===== src/rtl/hcordic_pkg.sv =====
// hcordic_pkg: shared encodings and field positions
// for the HCORDIC datapath stages.
package hcordic_pkg;

   typedef enum logic [1:0] {
      mode_circular   = 2'b00,
      mode_linear     = 2'b01,
      mode_hyperbolic = 2'b10
   } mode_t;

   typedef enum logic [1:0] {
      no_idle     = 2'b00,
      allign_idle = 2'b01,
      put_idle    = 2'b10
   } idle_t;

   localparam int SIGN    = 35;
   localparam int EXP_HI  = 34;
   localparam int EXP_LO  = 27;
   localparam int MANT_HI = 26;
   localparam int MANT_LO = 0;
   localparam int SIG_LO  = 3;
   localparam int SIG_W   = MANT_HI - SIG_LO + 1;
   localparam int PROD_W  = 50;

endpackage


===== src/rtl/multiply_stage_if.sv =====
// multiply_stage_if: operand/product bus between the
// multiply stage and its split 24x24 multiplier.
interface multiply_stage_if;
   import hcordic_pkg::*;

   logic [SIG_W-1:0]   a;
   logic [SIG_W-1:0]   b;
   logic               kill;
   logic [2*SIG_W-1:0] p;

   modport master (output a, b, kill, input p);
   modport slave  (input a, b, kill, output p);

endinterface


===== src/rtl/mult24_split2.sv =====
// mult24_split2: 24x24 multiply, 12x12 partial products in
// the first stage, summed in the second. Latency 2.
module mult24_split2
   import hcordic_pkg::*;
(
   input  logic             clk_i,
   input  logic             rst_i,
   multiply_stage_if.slave  bus
);

   logic [23:0] hh_q, hl_q, lh_q, ll_q;
   logic [47:0] p_q, p_d;
   logic [24:0] mid;

   always_ff @(posedge clk_i) begin
      if (rst_i) begin
         hh_q <= '0;
         hl_q <= '0;
         lh_q <= '0;
         ll_q <= '0;
      end else begin
         hh_q <= {12'd0, bus.a[23:12]} * {12'd0, bus.b[23:12]};
         hl_q <= {12'd0, bus.a[23:12]} * {12'd0, bus.b[11:0]};
         lh_q <= {12'd0, bus.a[11:0]} * {12'd0, bus.b[23:12]};
         ll_q <= {12'd0, bus.a[11:0]} * {12'd0, bus.b[11:0]};
      end
   end

   assign mid = {1'b0, hl_q} + {1'b0, lh_q};

   always_comb begin
      p_d = {hh_q, 24'd0}
          + {11'd0, mid, 12'd0}
          + {24'd0, ll_q};
   end

   // kill arrives aligned with the partial products
   always_ff @(posedge clk_i) begin
      if (rst_i) p_q <= '0;
      else       p_q <= bus.kill ? '0 : p_d;
   end

   assign bus.p = p_q;

endmodule


===== src/rtl/multiply_stage.sv =====
// multiply_stage: two-stage mantissa multiply with sign/exponent merge.
// Define MULTIPLY_EXP_SAT_EN to saturate the exponent instead of wrapping.
module multiply_stage
   import hcordic_pkg::*;
#(
   parameter int LAT = 2
) (
   input  logic              clock,
   input  logic              reset,
   input  logic [35:0]       cout_Special,
   input  logic [35:0]       zout_Special,
   input  logic [31:0]       sout_Special,
   input  logic [1:0]        modeout_Special,
   input  logic              operationout_Special,
   input  logic              NatLogFlagout_Special,
   input  logic [7:0]        InsTag_Special,
   input  logic [1:0]        idle_Special,
   output logic [35:0]       cout_Multiply,
   output logic [35:0]       zout_Multiply,
   output logic [31:0]       sout_Multiply,
   output logic [PROD_W-1:0] productout_Multiply,
   output logic [1:0]        modeout_Multiply,
   output logic              operationout_Multiply,
   output logic              NatLogFlagout_Multiply,
   output logic [7:0]        InsTag_Multiply,
   output logic [1:0]        idle_Multiply
);

   if (LAT != 2) begin : g_lat_unsupported
   end

   logic [35:0] c_q, z_q, cout_q, zout_q, zout_d;
   logic [31:0] s_q, sout_q;
   logic [1:0]  mode_q, mode2_q, idle_q, idle2_q;
   logic        op_q, op2_q, nl_q, nl2_q;
   logic [7:0]  tag_q, tag2_q;
   logic [9:0]  esum;
   logic [7:0]  exp_r;

   multiply_stage_if mbus ();

   assign mbus.a    = zout_Special[MANT_HI:SIG_LO];
   assign mbus.b    = cout_Special[MANT_HI:SIG_LO];
   assign mbus.kill = (idle_q != no_idle);

   mult24_split2 u_mult (
      .clk_i (clock),
      .rst_i (reset),
      .bus   (mbus.slave)
   );

   always_ff @(posedge clock) begin
      if (reset) begin
         c_q    <= '0;
         z_q    <= '0;
         s_q    <= '0;
         mode_q <= '0;
         op_q   <= 1'b0;
         nl_q   <= 1'b0;
         tag_q  <= '0;
         idle_q <= put_idle;
      end else begin
         c_q    <= cout_Special;
         z_q    <= zout_Special;
         s_q    <= sout_Special;
         mode_q <= modeout_Special;
         op_q   <= operationout_Special;
         nl_q   <= NatLogFlagout_Special;
         tag_q  <= InsTag_Special;
         idle_q <= idle_Special;
      end
   end

   // +1 pairs with the downstream keep-or-decrement rule
   assign esum = {{2{z_q[EXP_HI]}}, z_q[EXP_HI:EXP_LO]}
               + {{2{c_q[EXP_HI]}}, c_q[EXP_HI:EXP_LO]}
               + 10'd1;

`ifdef MULTIPLY_EXP_SAT_EN
   always_comb begin
      exp_r = esum[7:0];
      if ($signed(esum) > 10'sd127)
         exp_r = 8'h7F;
      else if ($signed(esum) < -10'sd128)
         exp_r = 8'h80;
   end
`else
   logic unused_esum;
   assign unused_esum = ^esum[9:8];
   always_comb begin
      exp_r = esum[7:0];
   end
`endif

   always_comb begin
      zout_d = z_q;
      if (idle_q == no_idle) begin
         zout_d[SIGN]          = z_q[SIGN] ^ c_q[SIGN];
         zout_d[EXP_HI:EXP_LO] = exp_r;
      end
   end

   always_ff @(posedge clock) begin
      if (reset) begin
         cout_q  <= '0;
         zout_q  <= '0;
         sout_q  <= '0;
         mode2_q <= '0;
         op2_q   <= 1'b0;
         nl2_q   <= 1'b0;
         tag2_q  <= '0;
         idle2_q <= put_idle;
      end else begin
         cout_q  <= c_q;
         zout_q  <= zout_d;
         sout_q  <= s_q;
         mode2_q <= mode_q;
         op2_q   <= op_q;
         nl2_q   <= nl_q;
         tag2_q  <= tag_q;
         idle2_q <= idle_q;
      end
   end

   assign cout_Multiply          = cout_q;
   assign zout_Multiply          = zout_q;
   assign sout_Multiply          = sout_q;
   assign productout_Multiply    = {mbus.p, {(PROD_W-2*SIG_W){1'b0}}};
   assign modeout_Multiply       = mode2_q;
   assign operationout_Multiply  = op2_q;
   assign NatLogFlagout_Multiply = nl2_q;
   assign InsTag_Multiply        = tag2_q;
   assign idle_Multiply          = idle2_q;

endmodule

===== config.mk =====
export PLATFORM = sky130hd
export DESIGN_NAME = multiply_stage
export DESIGN_NICKNAME = d
export VERILOG_FILES = /design/src/rtl/hcordic_pkg.sv /design/src/rtl/multiply_stage_if.sv /design/src/rtl/mult24_split2.sv /design/src/rtl/multiply_stage.sv
export SDC_FILE = /design/constraint.sdc
export NUM_CORES = 2
export LEC_CHECK = 0
export CORE_UTILIZATION = 35
export DETAILED_ROUTE_END_ITERATION = 7
export PLACE_DENSITY = 0.54
export SKIP_CTS_REPAIR_TIMING = 1
export SYNTH_ARGS = -nofsm -noshare
export SYNTH_HDL_FRONTEND = slang
export SYNTH_SLANG_ARGS = --single-unit

===== constraint.sdc =====
create_clock -name clock -period 11.35 [get_ports clock]
set_input_delay 2.8375 -clock clock [delete_from_list [all_inputs] [get_ports clock]]
set_output_delay 2.8375 -clock clock [all_outputs]
set_load 0.02 [all_outputs]

==> flow_summary.toml <==
[run]
cap_violations = 0

[power_and_ir_drop]
seq_power_share = 0.177
p_leak_nw = 18.0
p_sw_mw = 4.27
power_density_nw_per_um2 = 247
switching_share = 0.463
pwr-share-comb = 0.657
pwr-share-clk = 0.166
intPower_mw = 4.96
peakVddDrop_uv = 168

[clock_tree]
clk_pin_slew_ns = 0.06
cts_root_buf = "clkbuf_16"
clkLatencyLatePin_ns = 0.64
cts_buffers = 45
cts_tree = "built"
cts.htree.levels = 2
cts.sinks = 380
cts_buffer_depth = 3

[synthesis]
syn_avg_cell_area_um2 = 9.10
yosysWarnings = 0
synth_edf_count = 0
ys_top_cells_by_area = "fa_1 25%, dfxtp_1 24%, ha_1 12%"
synthArstFlopShare = 0
netlist_area_um2 = 31700
yosysSeqAreaShare = 0.240
syn-instance-count = 3482
ys_ff_latch = 380
ys.flop_type = "dfxtp_1"
yosys.area.top_type = "fa_1"
yosysUniqueCellTypes = 77
synth_top_area_share = 0.255

[hold_path]
hp-class = "reg -> reg"
worstHoldStart = "c_q[2]"
hold_end = "cout_Multiply[2]"
hold_depth = 1

[sta]
fin_tns_setup_ns = 0
max_freq_mhz = 117
finalCritPeriodShare = 0.753
min_period_ns = 8.55
slew_viol_final = 0
setup-violations-final = 0
rsz0062_at_grt = "no"
fin_skew_ns = 0.0398
maxSlewHeadroom = 0.238
hold_viol_final = 0
tightest_slew_ns = 1.14

[floorplanning]
ioPinCount = 288
coreArea_um2 = 89900
dieArea_um2 = 91800
initial_utilization = 0.353
rows = 110
dieWidth_um = 303
die_y_um = 303

[cells_and_area]
drive_gt1_frac = 0.0430
nFillCells = 8931
final_cell_mix = "561 x inv_1, 426 x nand2_1, 403 x fa_1"
nNetsFinal = 4539
layout_commonest_cell = "inv_1"
final_cells = 4922
syn_to_final_growth_pct = 18.0
fin_area_um2 = 37400
diodes = 0

[route]
vias_per_cell = 4.70
drc = 0
routed_wl_um = 83400
ant_nets = 0
routedWlPerCell_um = 17.0
drt_iter0_drc = 1088
drt-pass1-iter-count = 5
vias = 23100

[worst_setup_path]
cp_slowest_stage_delay_ns = 1.05
arrival_ns = 9.05
crit_top_cell = "fa_1"
critical_path_required_ns = 11.85
path_cells = "clkdlybuf4s50_1 > buf_4 > nand2_1 > fa_1 > fa_1 > inv_1 > fa_1 > fa_1 > inv_1 > fa_1 > inv_1 > ha_1 > and2_1 > a22o_1 > a311oi_1 > o41ai_1 > a31oi_1 > xor2_1 > nor2_1"
rr_worst_depth = 18
slowest_stage = "clkdlybuf4s50_1"
start_kind = "input port"
end_kind = "register"
r2r_start = "u_mult.lh_q[1]"
r2r_setup_slack_ns = 6.54
critPathKind = "in -> reg"
worstPathMaxFanout = 16
timing.rr.end = "u_mult.bus.p[43]"

[placed_design]
dp_hpwl_um = 62900
placedCellCount = 4841
place.gp.congestion = 0.863
port-buffer-count = 285
place_area_um2 = 35800

[global_route]
grt_pass1_wl_um = 133000
grt-ovfl-total = 0
grt.total_usage = 0.186
grt_pass1_vias = 23800
antenna_found_initial = 1
grt_max_degree = 92

[status]
status = "completed"
## through the flow
stage	total power, mW	setup slack (ns)	util	hold WS, ns
floorplan	6.12	3.62	-	0.414
global placement	7.68	2.20	0.399	0.415
detailed placement	7.68	2.14	0.399	0.420
CTS	9.30	2.83	0.416	0.429
global route	10.2	2.48	0.416	0.439
finish	9.23	2.80	0.416	0.432
## worst max path at each step
stage                startpoint         endpoint  slack, ns  cells after the start
5_1_grt         cout_Special[6]  u_mult.hl_q[20]       2.48                     20
6_report        cout_Special[6]  u_mult.hl_q[21]       2.80                     19
4_1_cts         cout_Special[6]  u_mult.hl_q[21]       2.83                     19
3_3_place_gp    cout_Special[6]  u_mult.hl_q[21]       2.20                     19
2_1_floorplan  zout_Special[24]  u_mult.hl_q[21]       3.62                     19
3_5_place_dp    cout_Special[6]  u_mult.hl_q[21]       2.14                     19
## power groups by stage
| stage | logic, mW | clock network (mW) | registers [mW] |
|---|---|---|---|
| finish | 6.06 | 1.53 | 1.64 |
| global route | 6.93 | 1.65 | 1.66 |
| CTS | 6.06 | 1.60 | 1.64 |
| detailed placement | 6.01 | 0 | 1.67 |
| global placement | 6.01 | 0 | 1.67 |
| floorplan | 4.45 | 0 | 1.67 |
## cell families (layout without fill, tap and decap cells)
| kind of cell | Yosys count | in the layout | synth area share |
|---|---|---|---|
| DFF | 380 | 380 | 0.240 |
| and+or+nand+nor | 1219 | 1219 | 0.195 |
| other | 1 | 2 | 0.000118 |
| adders and majority gates | 707 | 707 | 0.375 |
| muxes | 4 | 4 | 0.00126 |
| xor gates and xnor gates | 102 | 102 | 0.0282 |
| buffers and inverters | 718 | 981 | 0.0853 |
| AOI/OAI and AO/OA | 351 | 351 | 0.0755 |
## synth_stat cells, types with 15 or more instances
| cell | number |
|---|---|
| a21o_1 | 57 |
| dfxtp_1 | 380 |
| o21a_1 | 15 |
| nor3_1 | 34 |
| and3_1 | 33 |
| a21oi_1 | 88 |
| nor2b_1 | 260 |
| nor2_1 | 146 |
| xor2_1 | 48 |
| fa_1 | 403 |
| or3_1 | 19 |
| and2_1 | 226 |
| xnor2_1 | 54 |
| nand2_1 | 426 |
| clkbuf_1 | 147 |
| inv_1 | 561 |
| nand3_1 | 24 |
| ha_1 | 304 |
| a211oi_1 | 22 |
| o21ai_0 | 64 |
## sequential cells by signal (all words and copies together) (netlist names), 32 cells and up
| signal | flops |
|---|---|
| s_q | 32 |
| c_q | 36 |
| z_q | 36 |
| u_mult.bus.p | 48 |
| cout_Multiply | 36 |
| zout_Multiply | 36 |
| sout_Multiply | 32 |
## critical path: cells and delay by family
family	cells	cell delay, ns
xor+xnor	1	0.17
simple gates	3	0.39
fa+ha+maj	6	3.02
buf+inv	5	1.53
compound gates	4	1.11
## layout make-up
class	count	area, um^2	area share
clock buffers	55	1200	0.0322
flip-flops and latches	380	7610	0.203
multi-input cells	2385	21400	0.572
repair buffers	339	3260	0.0872
clock inverters	26	362	0.00967
well taps	1176	1470	0.0393
inverters	561	2110	0.0563
## per-layer routing
metal	part of all wire	vias to the layer above	wire [um]	track usage
met5	0.00014	-	12	0
met4	0.023	2	1910	0.0525
met3	0.051	111	4220	0.0270
met2	0.44	564	36500	0.294
met1	0.49	11200	40800	0.263
li1	-	11200	-	-
Power figures use the tool's default switching activity.
